### src/rtl/dbi_decode_32b_if.sv
// Link and output-side handshake bundle for the DBI decoder.
// Link: {dbi_flag, data} under valid/ready; output: decoded data under valid/ready.
interface dbi_decode_32b_if #(
   parameter int BW = 32
);
   logic [BW:0]   bus_in;
   logic          bus_valid;
   logic          bus_ready;
   logic [BW-1:0] data_out;
   logic          out_valid;
   logic          out_ready;

   modport master (
      output bus_in,
      output bus_valid,
      input  bus_ready,
      input  data_out,
      input  out_valid,
      output out_ready
   );

   modport slave (
      input  bus_in,
      input  bus_valid,
      output bus_ready,
      output data_out,
      output out_valid,
      input  out_ready
   );
endinterface

### src/rtl/dbi_decode_32b.sv
// DBI receive stage: re-inverts flagged link words into a small output FIFO
// and keeps saturating word/inversion/toggle statistics of the link.
module dbi_decode_32b #(
   parameter int BW    = 32,
   parameter int DEPTH = 2,
   parameter int CW    = 32
) (
   input  logic              clk,
   input  logic              reset,
   input  logic              dbi_en,
   input  logic              clear_stats,
   dbi_decode_32b_if.slave   bus,
   output logic [CW-1:0]     word_cnt,
   output logic [CW-1:0]     inv_cnt,
   output logic [CW-1:0]     toggle_cnt
);
   localparam int AW = (DEPTH > 1) ? $clog2(DEPTH) : 1;
   localparam int PW = $clog2(BW + 2);
   localparam int SW = CW + PW;
   localparam logic [AW:0]   L_FULL = (AW+1)'(DEPTH);
   localparam logic [CW-1:0] L_MAX  = '1;

   logic [BW-1:0] r_mem [DEPTH];
   logic [AW-1:0] r_wr_ptr;
   logic [AW-1:0] r_rd_ptr;
   logic [AW:0]   r_count;
   logic [BW:0]   r_prev_link;
   logic [CW-1:0] r_word_cnt;
   logic [CW-1:0] r_inv_cnt;
   logic [CW-1:0] r_toggle_cnt;

   logic          w_inv;
   logic [BW-1:0] w_dec;
   logic          w_push;
   logic          w_pop;
   logic [PW-1:0] w_toggles;
   logic [CW-1:0] w_word_base;
   logic [CW-1:0] w_inv_base;
   logic [CW-1:0] w_tog_base;

   function automatic logic [PW-1:0] f_popcount(input logic [BW:0] v);
      logic [PW-1:0] n;
      n = '0;
      for (int i = 0; i <= BW; i++) begin
         n = n + PW'(v[i]);
      end
      return n;
   endfunction

   function automatic logic [CW-1:0] f_sat_add(
      input logic [CW-1:0] base,
      input logic [PW-1:0] inc
   );
      logic [SW-1:0] s;
      s = SW'(base) + SW'(inc);
      return (s > SW'(L_MAX)) ? L_MAX : s[CW-1:0];
   endfunction

   assign w_inv     = dbi_en && bus.bus_in[BW];
   assign w_dec     = w_inv ? ~bus.bus_in[BW-1:0] : bus.bus_in[BW-1:0];
   assign w_push    = bus.bus_valid && (r_count < L_FULL);
   assign w_pop     = (r_count != '0) && bus.out_ready;
   assign w_toggles = f_popcount(bus.bus_in ^ r_prev_link);

   // Clear takes effect before a same-cycle accept adds its contribution
   assign w_word_base = clear_stats ? '0 : r_word_cnt;
   assign w_inv_base  = clear_stats ? '0 : r_inv_cnt;
   assign w_tog_base  = clear_stats ? '0 : r_toggle_cnt;

   assign bus.bus_ready = (r_count < L_FULL);
   assign bus.out_valid = (r_count != '0);
   assign bus.data_out  = r_mem[r_rd_ptr];

   assign word_cnt   = r_word_cnt;
   assign inv_cnt    = r_inv_cnt;
   assign toggle_cnt = r_toggle_cnt;

   always_ff @(posedge clk) begin
      if (reset) begin
         for (int i = 0; i < DEPTH; i++) begin
            r_mem[i] <= '0;
         end
      end else if (w_push) begin
         r_mem[r_wr_ptr] <= w_dec;
      end
   end

   always_ff @(posedge clk) begin
      if (reset) begin
         r_wr_ptr <= '0;
         r_rd_ptr <= '0;
         r_count  <= '0;
      end else begin
         if (w_push) r_wr_ptr <= r_wr_ptr + 1'b1;
         if (w_pop)  r_rd_ptr <= r_rd_ptr + 1'b1;
         unique case ({w_push, w_pop})
            2'b10:   r_count <= r_count + 1'b1;
            2'b01:   r_count <= r_count - 1'b1;
            default: r_count <= r_count;
         endcase
      end
   end

   always_ff @(posedge clk) begin
      if (reset) begin
         r_prev_link  <= '0;
         r_word_cnt   <= '0;
         r_inv_cnt    <= '0;
         r_toggle_cnt <= '0;
      end else if (w_push) begin
         r_prev_link  <= bus.bus_in;
         r_word_cnt   <= f_sat_add(w_word_base, PW'(1));
         r_inv_cnt    <= f_sat_add(w_inv_base, PW'(w_inv));
         r_toggle_cnt <= f_sat_add(w_tog_base, w_toggles);
      end else if (clear_stats) begin
         r_word_cnt   <= '0;
         r_inv_cnt    <= '0;
         r_toggle_cnt <= '0;
      end
   end
endmodule

### src/flat_wrapper.sv
// flat-port wrapper written by rule: the top's interface ports become plain ports
module dbi_decode_32b_flat 
#(
   parameter int BW    = 32,
   parameter int DEPTH = 2,
   parameter int CW    = 32
)
  (clk, reset, dbi_en, clear_stats, word_cnt, inv_cnt, toggle_cnt, bus_bus_in, bus_bus_valid, bus_bus_ready, bus_data_out, bus_out_valid, bus_out_ready);
  dbi_decode_32b_if #(.BW(BW)) bus_i ();
  input  logic clk;
  input  logic reset;
  input  logic dbi_en;
  input  logic clear_stats;
  output logic [CW-1:0] word_cnt;
  output logic [CW-1:0] inv_cnt;
  output logic [CW-1:0] toggle_cnt;
  input wire logic [$bits(bus_i.bus_in)-1:0] bus_bus_in;
  input wire logic [$bits(bus_i.bus_valid)-1:0] bus_bus_valid;
  output wire logic [$bits(bus_i.bus_ready)-1:0] bus_bus_ready;
  output wire logic [$bits(bus_i.data_out)-1:0] bus_data_out;
  output wire logic [$bits(bus_i.out_valid)-1:0] bus_out_valid;
  input wire logic [$bits(bus_i.out_ready)-1:0] bus_out_ready;
  assign bus_i.bus_in = bus_bus_in;
  assign bus_i.bus_valid = bus_bus_valid;
  assign bus_bus_ready = bus_i.bus_ready;
  assign bus_data_out = bus_i.data_out;
  assign bus_out_valid = bus_i.out_valid;
  assign bus_i.out_ready = bus_out_ready;
  dbi_decode_32b #(.BW(BW), .DEPTH(DEPTH), .CW(CW)) u_core (.clk(clk), .reset(reset), .dbi_en(dbi_en), .clear_stats(clear_stats), .bus(bus_i), .word_cnt(word_cnt), .inv_cnt(inv_cnt), .toggle_cnt(toggle_cnt));
endmodule
### config.mk
export PLATFORM = sky130hd
export DESIGN_NAME = dbi_decode_32b_flat
export DESIGN_NICKNAME = d
export VERILOG_FILES = /design/src/rtl/dbi_decode_32b_if.sv /design/src/rtl/dbi_decode_32b.sv /design/src/flat_wrapper.sv
export SDC_FILE = /design/constraint.sdc
export NUM_CORES = 1
export LEC_CHECK = 0
export BUFFER_PORTS_ARGS = -buffer_cell sky130_fd_sc_hd__buf_2
export CAP_MARGIN = 20
export CORE_MARGIN = 5
export CORE_UTILIZATION = 58
export CTS_CLUSTER_DIAMETER = 80
export DETAILED_ROUTE_END_ITERATION = 8
export HOLD_SLACK_MARGIN = 0.03
export PLACE_DENSITY = 0.81
export SETUP_SLACK_MARGIN = 0.05
export SYNTH_ARGS = -nofsm -noshare
export SYNTH_HDL_FRONTEND = slang
export SYNTH_SLANG_ARGS = --single-unit
export TNS_END_PERCENT = 1
### constraint.sdc
create_clock -name clk -period 9.1 [get_ports clk]
set_input_delay 1.82 -clock clk [delete_from_list [all_inputs] [get_ports clk]]
set_output_delay 1.82 -clock clk [all_outputs]
set_load 0.02 [all_outputs]
==> flow_metrics.py <==
metrics = {
    "clock_tree": {
        "cts_buffers": 17,
        "post_cts_resized": 0,
        "cts-root-buf": "clkbuf_16",
        "clk_latency_ns": 0.44,
        "cts_sinks": 198,
        "tritoncts": "yes",
        "postCtsSetupBuffers": 0,
        "clk_pin_slew_ns": 0.08,
        "clockBufferDepth": 2,
        "cts_hold_buf": 0,
        "htreeDepth": 4,
    },
    "placement": {
        "place_congestion": 0.933,
        "io_buffers": 168,
        "dpl.hpwl_mm": 20.4,
        "pre_cts_ws_ns": 0.435,
    },
    "floorplan": {
        "start_util": 0.589,
        "die_h_um": 148,
        "core_area_sq_um": 18600,
        "die-width_um": 148,
        "ios": 169,
        "core.rowCount": 50,
        "dieArea_sq_um": 21800,
    },
    "pwr": {
        "powerDensity_nw_per_um2": 409,
        "peakVddDrop_mv": 0.597,
        "p_clk_frac": 0.148,
        "p_int_uw": 2830,
        "power_uw": 5150,
        "comb_power_share": 0.646,
        "switching_share": 0.450,
        "p_seq_frac": 0.205,
        "p_switching_uw": 2320,
        "leakage_uw": 0.00501,
    },
    "global_routing": {
        "grt_usage": 0.271,
        "antenna_found_initial": 0,
        "grt_pass1_vias": 9309,
        "grt_pass1_wl_mm": 48.3,
        "grt.overflow.total": 0,
        "grt_max_degree": 68,
    },
    "detailed_routing": {
        "drt_drc_violations_left": 0,
        "route.detailed.vias_per_inst": 6.14,
        "drt-initial-drc-count": 798,
        "routed_wirelength_mm": 29.7,
        "detail_route.wl_per_cell_um": 18.7,
        "drt_pre_antenna_iters": 6,
        "drtAntennaViolNets": 0,
        "via_count": 9774,
    },
    "critical_path": {
        "critPathArrivalTime_ns": 8.66,
        "critPathRequiredTime_ns": 9.44,
        "crit_path_end_kind": "register",
        "path_max_fanout": 5,
        "path_cells": "buf_2 -> xor2_1 -> ha_1 -> fa_1 -> fa_1 -> fa_1 -> fa_1 -> inv_1 -> fa_1 -> fa_1 -> inv_1 -> ha_1 -> inv_1 -> fa_1 -> fa_1 -> nor2b_1 -> o2111ai_1 -> a21oi_1 -> nand4_1 -> buf_4 -> a21o_1 -> a211oi_1",
        "worstSetupPathType": "input pin to register",
        "critPathMaxStageDelay_ns": 0.55,
        "critPathLaunchType": "input pin",
        "cp_common_cell": "fa_1",
        "slowest_stage": "fa_1",
    },
    "run": {
        "cap_viol_max_count": 0,
    },
    "synth": {
        "synthesis.nets": 1288,
        "synthCells": 1204,
        "yosysWarnings": 0,
        "ys_ff_latch": 198,
        "synth.distinct_cells": 66,
        "syn_area_per_cell_sq_um": 9.11,
        "synth_top_cell_by_area": "dfxtp_1",
        "yosys-top-cells-area": "dfxtp_1 (24%), edfxtp_1 (18%), nand2_1 (4.8%)",
        "synth_ff_type": "dfxtp_1",
        "synth_seq_area_share": 0.420,
        "ys_async_sr_fraction": 0,
        "syn-cell-area_sq_um": 11000,
        "synth_top_area_frac": 0.244,
        "synth-edff-count": 64,
    },
    "finish": {
        "n_antenna_cell": 0,
        "syn_to_final_growth_pct": 14.8,
        "fillers": 1503,
        "nNetsFinal": 1429,
        "drive_gt1_frac": 0.200,
    },
    "timing": {
        "tightest_slew_ns": 0.953,
        "finalHoldViolCount": 0,
        "finalSetupViolCount": 0,
        "grt_setup_unrepaired": "no",
        "skew_ns": 0.0163,
        "layout_setup_ws_ns": 0.787,
        "slew_viol_final": 0,
        "fin_tns_setup_ns": 0,
        "fmax_ghz": 0.120,
        "min_period_over_period": 0.914,
        "fin_crit_ns": 8.31,
        "slew_headroom": 0.363,
    },
    "run_status": {
        "status": "finished, final reports clean",
    },
    "hold_path": {
        "hp-class": "register to register",
    },
}
==> critical path: cells and delay by family <==
kind,cells,cell delay [ns]
xor+xnor,1,0.15
compound gates,4,0.90
simple gates,2,0.51
fa+ha+maj,10,4.67
buf+inv,5,0.57
==> cell families (layout without fill, tap and decap cells) <==
| group | after synthesis | in the layout | synth area share |
|---|---|---|---|
| simple gates | 520 | 520 | 0.244 |
| compound gates | 208 | 208 | 0.120 |
| flops | 198 | 198 | 0.420 |
| buf+inv | 106 | 260 | 0.0380 |
| xor+xnor | 86 | 86 | 0.0686 |
| fa+ha+maj | 45 | 45 | 0.0691 |
| mux | 41 | 41 | 0.0410 |
==> flip-flops by register name (all words and copies together) (netlist names), named ones only <==
register and flops:
u_core.inv_cnt 32, u_core.r_count 2, u_core.r_mem 64, u_core.r_prev_link 33
u_core.r_rd_ptr 1, u_core.r_wr_ptr 1, u_core.toggle_cnt 32, u_core.word_cnt 32
==> placed cells by master (no fill, tap or decap), types with 7 or more instances in the layout <==
cell type / count
dfxtp_1: 134
nor2_1: 132
fa_1: 26
a21oi_1: 76
buf_2: 167
ha_1: 19
edfxtp_1: 64
or3_1: 8
nor2b_1: 35
clkbuf_16: 17
nand4b_1: 7
buf_4: 17
mux2i_1: 9
xor2_1: 56
nand2b_1: 8
mux2_2: 32
nand2_1: 140
nand4_1: 29
a211oi_1: 30
inv_1: 41
and3_1: 20
o21ai_0: 28
and2_1: 7
a311oi_1: 12
a21o_1: 12
nand3_1: 34
xnor2_1: 30
a31oi_1: 14
nor4_1: 12
nor3_1: 42
==> area by class of cell <==
class	count	area (sq um)	share of cell area
clock buffers	17	425	0.0338
inverters	44	165	0.0131
multi-input cells	900	5970	0.474
flip-flops and latches	198	4600	0.366
clock inverters	15	176	0.0140
well taps	234	293	0.0232
repair buffers	184	963	0.0765
==> Yosys cell counts, types with 8 or more instances <==
master	count
nor2b_1	36
and3_1	20
nand2_1	141
a311oi_1	12
nor3_1	42
inv_1	41
nor4_1	12
ha_1	19
o21ai_0	29
mux2i_1	9
mux2_2	32
dfxtp_1	134
xnor2_1	30
a21o_1	12
or3_1	8
nand2b_1	8
edfxtp_1	64
clkbuf_1	49
nand4_1	29
fa_1	26
a211oi_1	30
a31oi_1	14
a21oi_1	76
buf_1	8
nand3_1	34
xor2_1	56
nor2_1	132
==> worst paths after layout <==
check	slack, ns	startpoint	endpoint	cells past startpoint
worst max-delay path	0.79	bus_bus_in[0]	u_core.toggle_cnt[23]	22
worst min-delay path	0.47	u_core.r_prev_link[6]	u_core.r_prev_link[6]	2
worst max register to register	1.94	u_core.r_prev_link[0]	u_core.toggle_cnt[23]	21
worst min register to register	0.47	u_core.r_prev_link[6]	u_core.r_prev_link[6]	2
==> power groups by stage <==
| stage | clock (uW) | combinational, uW | sequential (uW) |
|---|---|---|---|
| 6_report | 764 | 3330 | 1060 |
| 5_1_grt | 807 | 3720 | 1070 |
| 4_1_cts | 771 | 3340 | 1060 |
| 3_5_place_dp | 0 | 3270 | 1080 |
| 3_3_place_gp | 0 | 3180 | 1070 |
| 2_1_floorplan | 0 | 2630 | 1080 |
==> per-stage QoR <==
stage	std cells	area [sq um]	utilization	hold slack, ns
after floorplan	1204	11000	-	0.448
after global placement	1560	12000	0.643	0.453
after detailed placement	1560	12000	0.643	0.459
after CTS	1592	12600	0.676	0.469
after global routing	1592	12600	0.676	0.484
final	1592	12600	0.676	0.470
==> per-layer routing <==
layer | wire [um] | share of wire | up-vias | global-route usage
li1 | - | - | 4573 | -
met1 | 12200 | 0.41 | 4652 | 0.359
met2 | 14400 | 0.48 | 505 | 0.451
met3 | 2580 | 0.087 | 44 | 0.0543
met4 | 582 | 0.020 | 0 | 0.0843
met5 | 0 | 0 | - | 0
Note: power is estimated with default switching activity, not from simulation.
